`src/rtl/pwm_pkg.sv`:
```
// Shared types and constants for the PWM duty meter and the circle PWM generators.
package pwm_pkg;

    localparam int DEF_CNT_W = 8;
    localparam int PWM_FRAME = 64;

    typedef enum logic [1:0] {
        IDLE  = 2'd0,
        ARM   = 2'd1,
        MEAS  = 2'd2,
        STUCK = 2'd3
    } meter_state_t;

endpackage

```
`src/rtl/pwm_duty_meter_if.sv`:
```
// Pin-side inputs and measurement results of the duty meter.
// The master side drives the PWM line and enable; the slave side is the meter.
interface pwm_duty_meter_if #(
    parameter int CNT_W = pwm_pkg::DEF_CNT_W
);
    logic             enable;
    logic             pwm_in;
    logic [CNT_W-1:0] duty;
    logic [CNT_W-1:0] period;
    logic             sample_valid;
    logic             stuck_high;
    logic             stuck_low;

    modport master (
        output enable, pwm_in,
        input  duty, period, sample_valid, stuck_high, stuck_low
    );

    modport slave (
        input  enable, pwm_in,
        output duty, period, sample_valid, stuck_high, stuck_low
    );
endinterface

```
`src/rtl/pwm_duty_meter_sync_edge.sv`:
```
// Purpose: synchronise an asynchronous line and detect its rising edge.
// Latency: level valid SYNC_STAGES cycles after capture; rise in the same cycle as level.
// Backpressure: none, free-running every cycle.
module sync_edge #(
    parameter int SYNC_STAGES = 2
) (
    input  logic sysclk,
    input  logic rst_n,
    input  logic async_in,
    output logic level,
    output logic rise
);

    logic [SYNC_STAGES-1:0] sync_q;
    logic                   level_d;

    always_ff @(posedge sysclk or negedge rst_n) begin
        if (!rst_n) begin
            sync_q  <= '0;
            level_d <= 1'b0;
        end else begin
            sync_q  <= {sync_q[SYNC_STAGES-2:0], async_in};
            level_d <= sync_q[SYNC_STAGES-1];
        end
    end

    assign level = sync_q[SYNC_STAGES-1];
    assign rise  = level & ~level_d;

endmodule

```
`src/rtl/pwm_duty_meter.sv`:
```
// Purpose: measure high-time and period of each PWM frame, flag stuck-high/low lines.
// Latency: sample_valid one cycle after the synchronised rise (pin edge + SYNC_STAGES + 1).
// Backpressure: none; sample_valid is a one-cycle strobe the consumer must capture.
module pwm_duty_meter
    import pwm_pkg::*;
#(
    parameter int CNT_W       = DEF_CNT_W,
    parameter int SYNC_STAGES = 2,
    parameter int TIMEOUT     = 255
) (
    input  logic             sysclk,
    input  logic             rst_n,
    pwm_duty_meter_if.slave  bus
);

    localparam logic [CNT_W-1:0] CNT_ONE = CNT_W'(1);
    localparam logic [CNT_W-1:0] TO_CNT  = CNT_W'(TIMEOUT);

    meter_state_t     state, state_nxt;
    logic [CNT_W-1:0] hi_cnt, hi_nxt;
    logic [CNT_W-1:0] per_cnt, per_nxt;
    logic [CNT_W-1:0] duty_q, duty_nxt;
    logic [CNT_W-1:0] period_q, period_nxt;
    logic             sv_q, sv_nxt;
    logic             sh_q, sh_nxt;
    logic             sl_q, sl_nxt;
    logic             pwm_s;
    logic             rise;

    function automatic logic [CNT_W-1:0] sat_inc(input logic [CNT_W-1:0] v);
        return (&v) ? v : v + 1'b1;
    endfunction

    sync_edge #(
        .SYNC_STAGES (SYNC_STAGES)
    ) u_sync (
        .sysclk   (sysclk),
        .rst_n    (rst_n),
        .async_in (bus.pwm_in),
        .level    (pwm_s),
        .rise     (rise)
    );

    always_ff @(posedge sysclk or negedge rst_n) begin
        if (!rst_n) begin
            state    <= IDLE;
            hi_cnt   <= '0;
            per_cnt  <= '0;
            duty_q   <= '0;
            period_q <= '0;
            sv_q     <= 1'b0;
            sh_q     <= 1'b0;
            sl_q     <= 1'b0;
        end else begin
            state    <= state_nxt;
            hi_cnt   <= hi_nxt;
            per_cnt  <= per_nxt;
            duty_q   <= duty_nxt;
            period_q <= period_nxt;
            sv_q     <= sv_nxt;
            sh_q     <= sh_nxt;
            sl_q     <= sl_nxt;
        end
    end

    // per_cnt doubles as the ARM timeout timer; the edge after any stuck interval only opens a frame.
    always_comb begin
        state_nxt  = state;
        hi_nxt     = hi_cnt;
        per_nxt    = per_cnt;
        duty_nxt   = duty_q;
        period_nxt = period_q;
        sv_nxt     = 1'b0;
        sh_nxt     = sh_q;
        sl_nxt     = sl_q;

        if (!bus.enable) begin
            state_nxt = IDLE;
            hi_nxt    = '0;
            per_nxt   = '0;
            sh_nxt    = 1'b0;
            sl_nxt    = 1'b0;
        end else begin
            unique case (state)
                IDLE: begin
                    state_nxt = ARM;
                    hi_nxt    = '0;
                    per_nxt   = CNT_ONE;
                end
                ARM: begin
                    if (rise) begin
                        state_nxt = MEAS;
                        hi_nxt    = CNT_ONE;
                        per_nxt   = CNT_ONE;
                    end else if (per_cnt >= TO_CNT) begin
                        state_nxt = STUCK;
                        sh_nxt    = pwm_s;
                        sl_nxt    = ~pwm_s;
                    end else begin
                        per_nxt   = sat_inc(per_cnt);
                    end
                end
                MEAS: begin
                    if (rise) begin
                        duty_nxt   = hi_cnt;
                        period_nxt = per_cnt;
                        sv_nxt     = 1'b1;
                        hi_nxt     = CNT_ONE;
                        per_nxt    = CNT_ONE;
                    end else if (per_cnt >= TO_CNT) begin
                        state_nxt  = STUCK;
                        sh_nxt     = pwm_s;
                        sl_nxt     = ~pwm_s;
                    end else begin
                        per_nxt    = sat_inc(per_cnt);
                        if (pwm_s) begin
                            hi_nxt = sat_inc(hi_cnt);
                        end
                    end
                end
                STUCK: begin
                    if (rise) begin
                        state_nxt = MEAS;
                        sh_nxt    = 1'b0;
                        sl_nxt    = 1'b0;
                        hi_nxt    = CNT_ONE;
                        per_nxt   = CNT_ONE;
                    end
                end
                default: state_nxt = IDLE;
            endcase
        end
    end

    assign bus.duty         = duty_q;
    assign bus.period       = period_q;
    assign bus.sample_valid = sv_q;
    assign bus.stuck_high   = sh_q;
    assign bus.stuck_low    = sl_q;

endmodule

```
`src/flat_wrapper.sv`:
```
// flat-port wrapper written by rule: the top's interface ports become plain ports
module pwm_duty_meter_flat import pwm_pkg::*;
#(
    parameter int CNT_W       = DEF_CNT_W,
    parameter int SYNC_STAGES = 2,
    parameter int TIMEOUT     = 255
)
  (sysclk, rst_n, bus_enable, bus_pwm_in, bus_duty, bus_period, bus_sample_valid, bus_stuck_high, bus_stuck_low);
  pwm_duty_meter_if #(.CNT_W(CNT_W)) bus_i ();
  input  logic sysclk;
  input  logic rst_n;
  input wire logic [$bits(bus_i.enable)-1:0] bus_enable;
  input wire logic [$bits(bus_i.pwm_in)-1:0] bus_pwm_in;
  output wire logic [$bits(bus_i.duty)-1:0] bus_duty;
  output wire logic [$bits(bus_i.period)-1:0] bus_period;
  output wire logic [$bits(bus_i.sample_valid)-1:0] bus_sample_valid;
  output wire logic [$bits(bus_i.stuck_high)-1:0] bus_stuck_high;
  output wire logic [$bits(bus_i.stuck_low)-1:0] bus_stuck_low;
  assign bus_i.enable = bus_enable;
  assign bus_i.pwm_in = bus_pwm_in;
  assign bus_duty = bus_i.duty;
  assign bus_period = bus_i.period;
  assign bus_sample_valid = bus_i.sample_valid;
  assign bus_stuck_high = bus_i.stuck_high;
  assign bus_stuck_low = bus_i.stuck_low;
  pwm_duty_meter #(.CNT_W(CNT_W), .SYNC_STAGES(SYNC_STAGES), .TIMEOUT(TIMEOUT)) u_core (.sysclk(sysclk), .rst_n(rst_n), .bus(bus_i));
endmodule
```
`config.mk`:
```
export PLATFORM = sky130hd
export DESIGN_NAME = pwm_duty_meter_flat
export DESIGN_NICKNAME = d
export VERILOG_FILES = /design/src/rtl/pwm_pkg.sv /design/src/rtl/pwm_duty_meter_if.sv /design/src/rtl/pwm_duty_meter_sync_edge.sv /design/src/rtl/pwm_duty_meter.sv /design/src/flat_wrapper.sv
export SDC_FILE = /design/constraint.sdc
export NUM_CORES = 1
export LEC_CHECK = 0
export CAP_MARGIN = 20
export CORE_ASPECT_RATIO = 1.75
export CORE_UTILIZATION = 60
export DETAILED_ROUTE_END_ITERATION = 16
export GPL_ROUTABILITY_DRIVEN = 0
export GPL_TIMING_DRIVEN = 1
export PLACE_DENSITY_LB_ADDON = 0.05
export SLEW_MARGIN = 20
export SYNTH_ARGS = -nofsm -noshare
export SYNTH_HDL_FRONTEND = slang
export SYNTH_SLANG_ARGS = --single-unit
```
`constraint.sdc`:
```
create_clock -name sysclk -period 3.8 [get_ports sysclk]
set_input_delay 0.38 -clock sysclk [delete_from_list [all_inputs] [get_ports sysclk]]
set_output_delay 0.38 -clock sysclk [all_outputs]
set_load 0.005 [all_outputs]
```
Word-level counts from Yosys, hierarchy flattened
Index checks and enable logic that the tools add are counted.
Storage, ports and cells
  bits in registers: 40
  input bits: 4
  logic and storage cells: 70
Cells by class
  $add $sub $neg: 2
  magnitude comparators: 1
  equal/unequal tests: 14
  muxes and demuxes: 30
  bitwise gates (word level): 3
  reductions and logical operators: 10
Operator list (count)
  $mux W8: 10
  $pmux W8 S3: 2
  $ne A4 B3 Y1 const B: 5
  $add A8 B1 Y8 const B: 2
  $reduce_and A8 Y1: 2
  $ne A3 B2 Y1 const B: 4
  $mux W1: 10
  $mux W2: 5
  $ge A8 B8 Y1 const B: 1
  $pmux W2 S4: 1
  $reduce_and A4 Y1: 2
  $ne A3 B3 Y1 const B: 2
  $reduce_and A3 Y1: 2
  $eq A2 B2 Y1 const B: 2
  $pmux W1 S2: 2
  $reduce_or A2 Y1: 2
  $eq A2 B1 Y1 const B: 1
  $logic_not A2 Y1: 1
  $not A1 Y1: 2
  $reduce_and A2 Y1: 1
  $and A1 B1 Y1: 1

Depth between registers and ports, before layout
  word-level depth: 7
  mapped depth: 7
  gate-level depth less buffers: 7

By module
From an unflattened synthesis, not the netlist that was laid out.
Second synthesis, totals
  cells, all modules: 189
  area total of the unflattened synthesis: 2077.0 µm²
Modules (own cells, without submodules)
  pwm_duty_meter: times used 1, cells an instance 185, area each 1988.2 µm²
  sync_edge: times used 1, cells an instance 4, area each 88.8 µm²

Worst setup path before layout
OpenSTA, ideal clock, no wires.
  path kind: flip-flop to flip-flop
  from: register u_core.state[0]
  to: register u_core.hi_cnt[0]
  data arrival time: 1697 ps
  required time: 3675 ps
  setup slack: 1978 ps
  cell stages (with the launch flop): 7
  buffers on the path: 0
  period minus slack after synthesis: 1822 ps
  cell sequence: dfrtp_1 -> inv_1 -> ha_1 -> o21ba_1 -> o21a_1 -> a21oi_2 -> mux2_4
On the way
  cells in the longest elaborated chain, start to end: 4
  elaborated cells on any way between the ends: 12
  those cells by class: eq/ne: 7; mux: 2; reduce/logical: 3
RTL lines
  start: declaration: line pwm_duty_meter.sv:19  | meter_state_t state, state_nxt;
  start signal: assignment: line pwm_duty_meter.sv:55  | state <= state_nxt;
  $eq A2 B1 Y1 / $eq A2 B2 Y1 (equally long branches): line pwm_duty_meter.sv:84  | unique case (state)
  $reduce_or A2 Y1 (no source line)
  $ne A3 B2 Y1 (no source line) / $pmux W8 S3 (equally long branches)
  $reduce_and A4 Y1 (no source line) / $mux W8 (equally long branches)
  end signal: assignment: line pwm_duty_meter.sv:56  | hi_cnt <= hi_nxt;
  end: declaration: line pwm_duty_meter.sv:20  | logic [CNT_W-1:0] hi_cnt, hi_nxt;
Several ways; a longest one is shown, not always the timed one.
A chain may end at the register's enable or synchronous reset.

Worst setup path after layout
  from: register u_core.state[0]
  to: register u_core.period_q[2], in the netlist u_core.bus.period[2]
On the way
  cells in the longest elaborated chain, start to end: 2
RTL lines
  $eq A2 B2 Y1
  $reduce_and A3 Y1 (no source line)
  end signal: assignment: line pwm_duty_meter.sv:59  | period_q <= period_nxt;
  end: declaration: line pwm_duty_meter.sv:23  | logic [CNT_W-1:0] period_q, period_nxt;
Every way passes these cells.

==> impl_metrics.prom <==
# TYPE chip_impl_metric gauge
chip_impl_info{name="outcome",value="complete, no violations"} 1
chip_impl_info{name="top_usage_layer",value="met2"} 1
chip_impl_metric{name="die-height",unit="um"} 81.2
chip_impl_metric{name="yosysUniqueCellTypes",unit=""} 57
chip_impl_info{name="crit_path_cell_trace",value="inv_1 > ha_1 > nand3_2 > inv_1 > mux2_2"} 1
chip_impl_info{name="startpoint_type",value="register"} 1
chip_impl_metric{name="synth.net_count",unit=""} 211
chip_impl_metric{name="fin_crit",unit="ps"} 2200
chip_impl_metric{name="cts_repair_resize_count",unit=""} 0
chip_impl_metric{name="drtIter0Drc",unit=""} 62
chip_impl_metric{name="holdBufCountCts",unit=""} 0
chip_impl_metric{name="io-pin-count",unit=""} 23
chip_impl_metric{name="netSwitchingFraction",unit="%"} 26.6
chip_impl_metric{name="finalSetupViolations",unit=""} 0
chip_impl_metric{name="synth.yosys.seq_area_share",unit="%"} 46.6
chip_impl_metric{name="routed_wl",unit="mm"} 4.79
chip_impl_metric{name="cellPowerDensity",unit="nW/um2"} 338
chip_impl_metric{name="post_route_cells_drive_above_1_share",unit="%"} 14.1
chip_impl_info{name="cp_slowest_cell",value="dfrtp_1"} 1
chip_impl_info{name="crit_path_end_kind",value="register"} 1
chip_impl_metric{name="clock_insertion_delay_worst_skew",unit="ps"} 290
chip_impl_info{name="clock_tree.root_cell",value="clkbuf_8"} 1
chip_impl_metric{name="synth.cell_area",unit="um2"} 2150
chip_impl_metric{name="cts_max_level",unit=""} 2
chip_impl_info{name="cts_tree",value="built"} 1
chip_impl_metric{name="timing.final.hold_violations",unit=""} 0
chip_impl_metric{name="synthCells",unit=""} 200
chip_impl_metric{name="design.core.area",unit="um2"} 3400
chip_impl_info{name="critPathTopFamily",value="buffers and inverters"} 1
chip_impl_metric{name="tritoncts_num_sinks",unit=""} 40
chip_impl_metric{name="period_share",unit="%"} 57.9
chip_impl_metric{name="grt_use_met2",unit="%"} 51.1
chip_impl_metric{name="detail_route.vias_per_cell",unit=""} 6.40
chip_impl_metric{name="clock_buffer_depth",unit=""} 2
chip_impl_metric{name="power.static_leakage",unit="nW"} 1.04
chip_impl_metric{name="die-area",unit="um2"} 3840
chip_impl_metric{name="place_hpwl",unit="mm"} 3.56
chip_impl_info{name="synth_top_cells_by_count",value="dfrtp_1, nand2_1, mux2_2, o21ai_0, inv_1"} 1
chip_impl_metric{name="final_antenna_net_count",unit=""} 0
chip_impl_metric{name="cp_num_buf_inv",unit=""} 2
chip_impl_metric{name="grt_pass1_vias",unit=""} 1732
chip_impl_metric{name="drt_pass1_iterations",unit=""} 4
chip_impl_metric{name="clkPwrFrac",unit="%"} 32.2
chip_impl_metric{name="vdd.ir_drop.worst",unit="mV"} 0.330
chip_impl_metric{name="final.setup.tns",unit="ps"} 0
chip_impl_metric{name="chipWidth",unit="um"} 47.2
chip_impl_metric{name="critical_path.max_fanout",unit=""} 13
chip_impl_metric{name="timing.max_slew.rel_slack",unit="%"} 41.2
chip_impl_metric{name="routedWlPerCell",unit="um"} 18.1
chip_impl_metric{name="ys_async_sr_fraction",unit="%"} 100
chip_impl_metric{name="clock_pin_slew_of_the_registers_on_the_worst_case_setup_and_hold_paths",unit="ps"} 70
chip_impl_metric{name="cell_internal_pwr",unit="mW"} 0.606
chip_impl_metric{name="grt_max_degree",unit=""} 41
chip_impl_metric{name="maxSlewViolCount",unit=""} 0
chip_impl_metric{name="grt_first_pass_wirelength",unit="mm"} 7.94
chip_impl_info{name="synthTopCellsByArea",value="dfrtp_1, mux2_2, ha_1, nand2_1, o21ai_0"} 1
chip_impl_metric{name="numCtsBuffers",unit=""} 5
chip_impl_metric{name="share_seq_of_total_power",unit="%"} 54.7
chip_impl_metric{name="post_route_drc_violation_count",unit=""} 0
chip_impl_info{name="critical_path.reg2reg.startpoint",value="u_core.state[0]$_DFFE_PN0P_"} 1
chip_impl_info{name="endpoint",value="u_core.bus.period[2]$_DFFE_PN0P_"} 1
chip_impl_info{name="synth-main-ff-cell",value="dfrtp_1"} 1
chip_impl_metric{name="hold-worst-slack",unit="ps"} 202
chip_impl_info{name="synth_top_area_cell",value="dfrtp_1"} 1
chip_impl_metric{name="n_fill_cell",unit=""} 262
chip_impl_metric{name="areaGrowthSynthToFinish",unit="%"} 13.6
chip_impl_info{name="synth.most_common_cell",value="dfrtp_1"} 1
chip_impl_metric{name="clock_skew",unit="ps"} 2.86
chip_impl_metric{name="ffs_latches_synth",unit=""} 40
chip_impl_info{name="crit-reg2reg-capture",value="u_core.bus.period[2]$_DFFE_PN0P_"} 1
chip_impl_metric{name="drv_cap",unit=""} 0
chip_impl_metric{name="post_cts_setup_driven_buffer_insertion_count",unit=""} 0
chip_impl_metric{name="grt.met1_usage",unit="%"} 30.9
chip_impl_metric{name="share_comb_of_total_power",unit="%"} 13.1
chip_impl_metric{name="worstSetupPathDepth",unit=""} 5
chip_impl_metric{name="groute.usage.overall",unit="%"} 29.6
chip_impl_info{name="grt_setup_unrepaired",value="false"} 1
chip_impl_metric{name="grt_util_met3",unit="%"} 7.78
chip_impl_info{name="critPathKind",value="reg2reg"} 1
chip_impl_metric{name="port-buffer-count",unit=""} 22
chip_impl_info{name="startpoint",value="u_core.state[0]$_DFFE_PN0P_"} 1
chip_impl_metric{name="final_core_util",unit="%"} 71.9
chip_impl_metric{name="yosys_warnings",unit=""} 0
chip_impl_metric{name="worst-endpoint-arrival",unit="ps"} 2380
chip_impl_info{name="worstHoldPathType",value="in2async"} 1
chip_impl_metric{name="post_synth_top_area_share",unit="%"} 46.6
chip_impl_metric{name="initial_utilization",unit="%"} 63.3
chip_impl_metric{name="numPlacedInstances",unit=""} 258
chip_impl_metric{name="design_power_total",unit="mW"} 0.826
chip_impl_metric{name="synth-edff-count",unit=""} 0
chip_impl_metric{name="rows",unit=""} 28
chip_impl_metric{name="worst_margin_slew",unit="ps"} 882
chip_impl_metric{name="avg_synthesized_cell_area",unit="um2"} 10.7
chip_impl_metric{name="p_switching",unit="mW"} 0.220
chip_impl_metric{name="max_freq",unit="GHz"} 0.454
chip_impl_metric{name="critPathRequiredTime",unit="ps"} 3980
chip_impl_metric{name="max_stage_delay",unit="ps"} 460
chip_impl_metric{name="antenna_found_initial",unit=""} 0
chip_impl_metric{name="detailroute.via_count",unit=""} 1697
chip_impl_metric{name="globalRouteOverflowTotal",unit=""} 0
chip_impl_metric{name="worst-r2r-cell-count",unit=""} 5
chip_impl_metric{name="diodes",unit=""} 0
chip_impl_metric{name="flop2flop_setup_slack",unit="ps"} 1600
chip_impl_metric{name="finish.net_count",unit=""} 231
chip_impl_info{name="worst_path_most_repeated_cell",value="inv_1"} 1
chip_impl_metric{name="post_layout_nonfiller_instances",unit=""} 265
## area by class of cell
| cell class | count | area [um2] | share of cell area (%) |
|---|---|---|---|
| Tap cell | 45 | 56.3 | 2.31 |
| Timing Repair Buffer | 22 | 215 | 8.81 |
| Multi-Input combinational cell | 140 | 1050 | 43.0 |
| Sequential cell | 40 | 1000 | 41.0 |
| Clock inverter | 1 | 5.00 | 0.205 |
| Clock buffer | 6 | 72.6 | 2.97 |
| Inverter | 11 | 41.3 | 1.69 |
## per-layer routing
metal / part of all wire [%] / wire length (um)
met5: 0 / 0
met1: 36 / 1740
met2: 57 / 2730
met4: 3.3 / 156
met3: 3.1 / 150
## power by group through the flow
stage	combinational, mW	clock [mW]	sequential [mW]
2_1_floorplan	0.0751	0	0.455
3_3_place_gp	0.104	0	0.458
3_5_place_dp	0.108	0	0.459
4_1_cts	0.108	0.272	0.451
5_1_grt	0.120	0.293	0.452
6_report	0.108	0.266	0.451
## worst min-delay path by stage
stage | start | to | slack (ps) | cells past startpoint
2_1_floorplan | rst_n | u_core.bus.duty[0]$_DFFE_PN0P_ | 80 | 0
3_3_place_gp | u_core.u_sync.sync_q[0]$_DFF_PN0_ | u_core.u_sync.sync_q[1]$_DFF_PN0_ | 330 | 0
3_5_place_dp | u_core.u_sync.sync_q[0]$_DFF_PN0_ | u_core.u_sync.sync_q[1]$_DFF_PN0_ | 340 | 0
4_1_cts | rst_n | u_core.u_sync.level_d$_DFF_PN0_ | 230 | 1
5_1_grt | rst_n | u_core.bus.duty[5]$_DFFE_PN0P_ | 280 | 1
6_report | rst_n | u_core.u_sync.level_d$_DFF_PN0_ | 200 | 1
## logic make-up after synthesis
logic type	Yosys count	share of synthesized area, %
AO/OA/AOI/OAI	58	20.1
adder cells (fa/ha/maj)	7	4.07
buffers and inverters	20	4.54
flip-flops	40	46.6
multiplexers	15	7.92
AND/OR/NAND/NOR	60	16.8
## registers in the layout (all words and copies together) (netlist names)
name / count
u_core.u_sync.level_d: 1
u_core.bus.period: 8
u_core.bus.sample_valid: 1
u_core.per_cnt: 8
u_core.u_sync.sync_q: 2
u_core.bus.stuck_low: 1
u_core.bus.duty: 8
u_core.hi_cnt: 8
u_core.state: 2
u_core.bus.stuck_high: 1
## placed cells by master, fill, tap and decap left out, types with 2 or more instances in the layout
cell type,count
dfrtp_1,40
clkdlybuf4s50_1,21
nand2_1,17
mux2_2,12
o21ai_0,12
inv_1,10
nor3_1,8
and3_1,7
ha_1,7
a211oi_1,6
o22ai_1,5
nand3_1,5
clkbuf_8,5
a31oi_1,4
nor2_1,4
o211ai_1,3
a21oi_1,3
nand3_2,2
nand2b_1,2
o31ai_1,2
mux2i_1,2
a22oi_1,2
and4_1,2
nand4_1,2
a2111oi_0,2
and2_1,2
o21a_1,2
## through the flow
step	instance area [um2]	worst slack, ps
2_1_floorplan	2150	1980
3_3_place_gp	2360	1530
3_5_place_dp	2360	1460
4_1_cts	2440	1630
5_1_grt	2440	1420
6_report	2440	1600
Power figures use the tool's default switching activity.
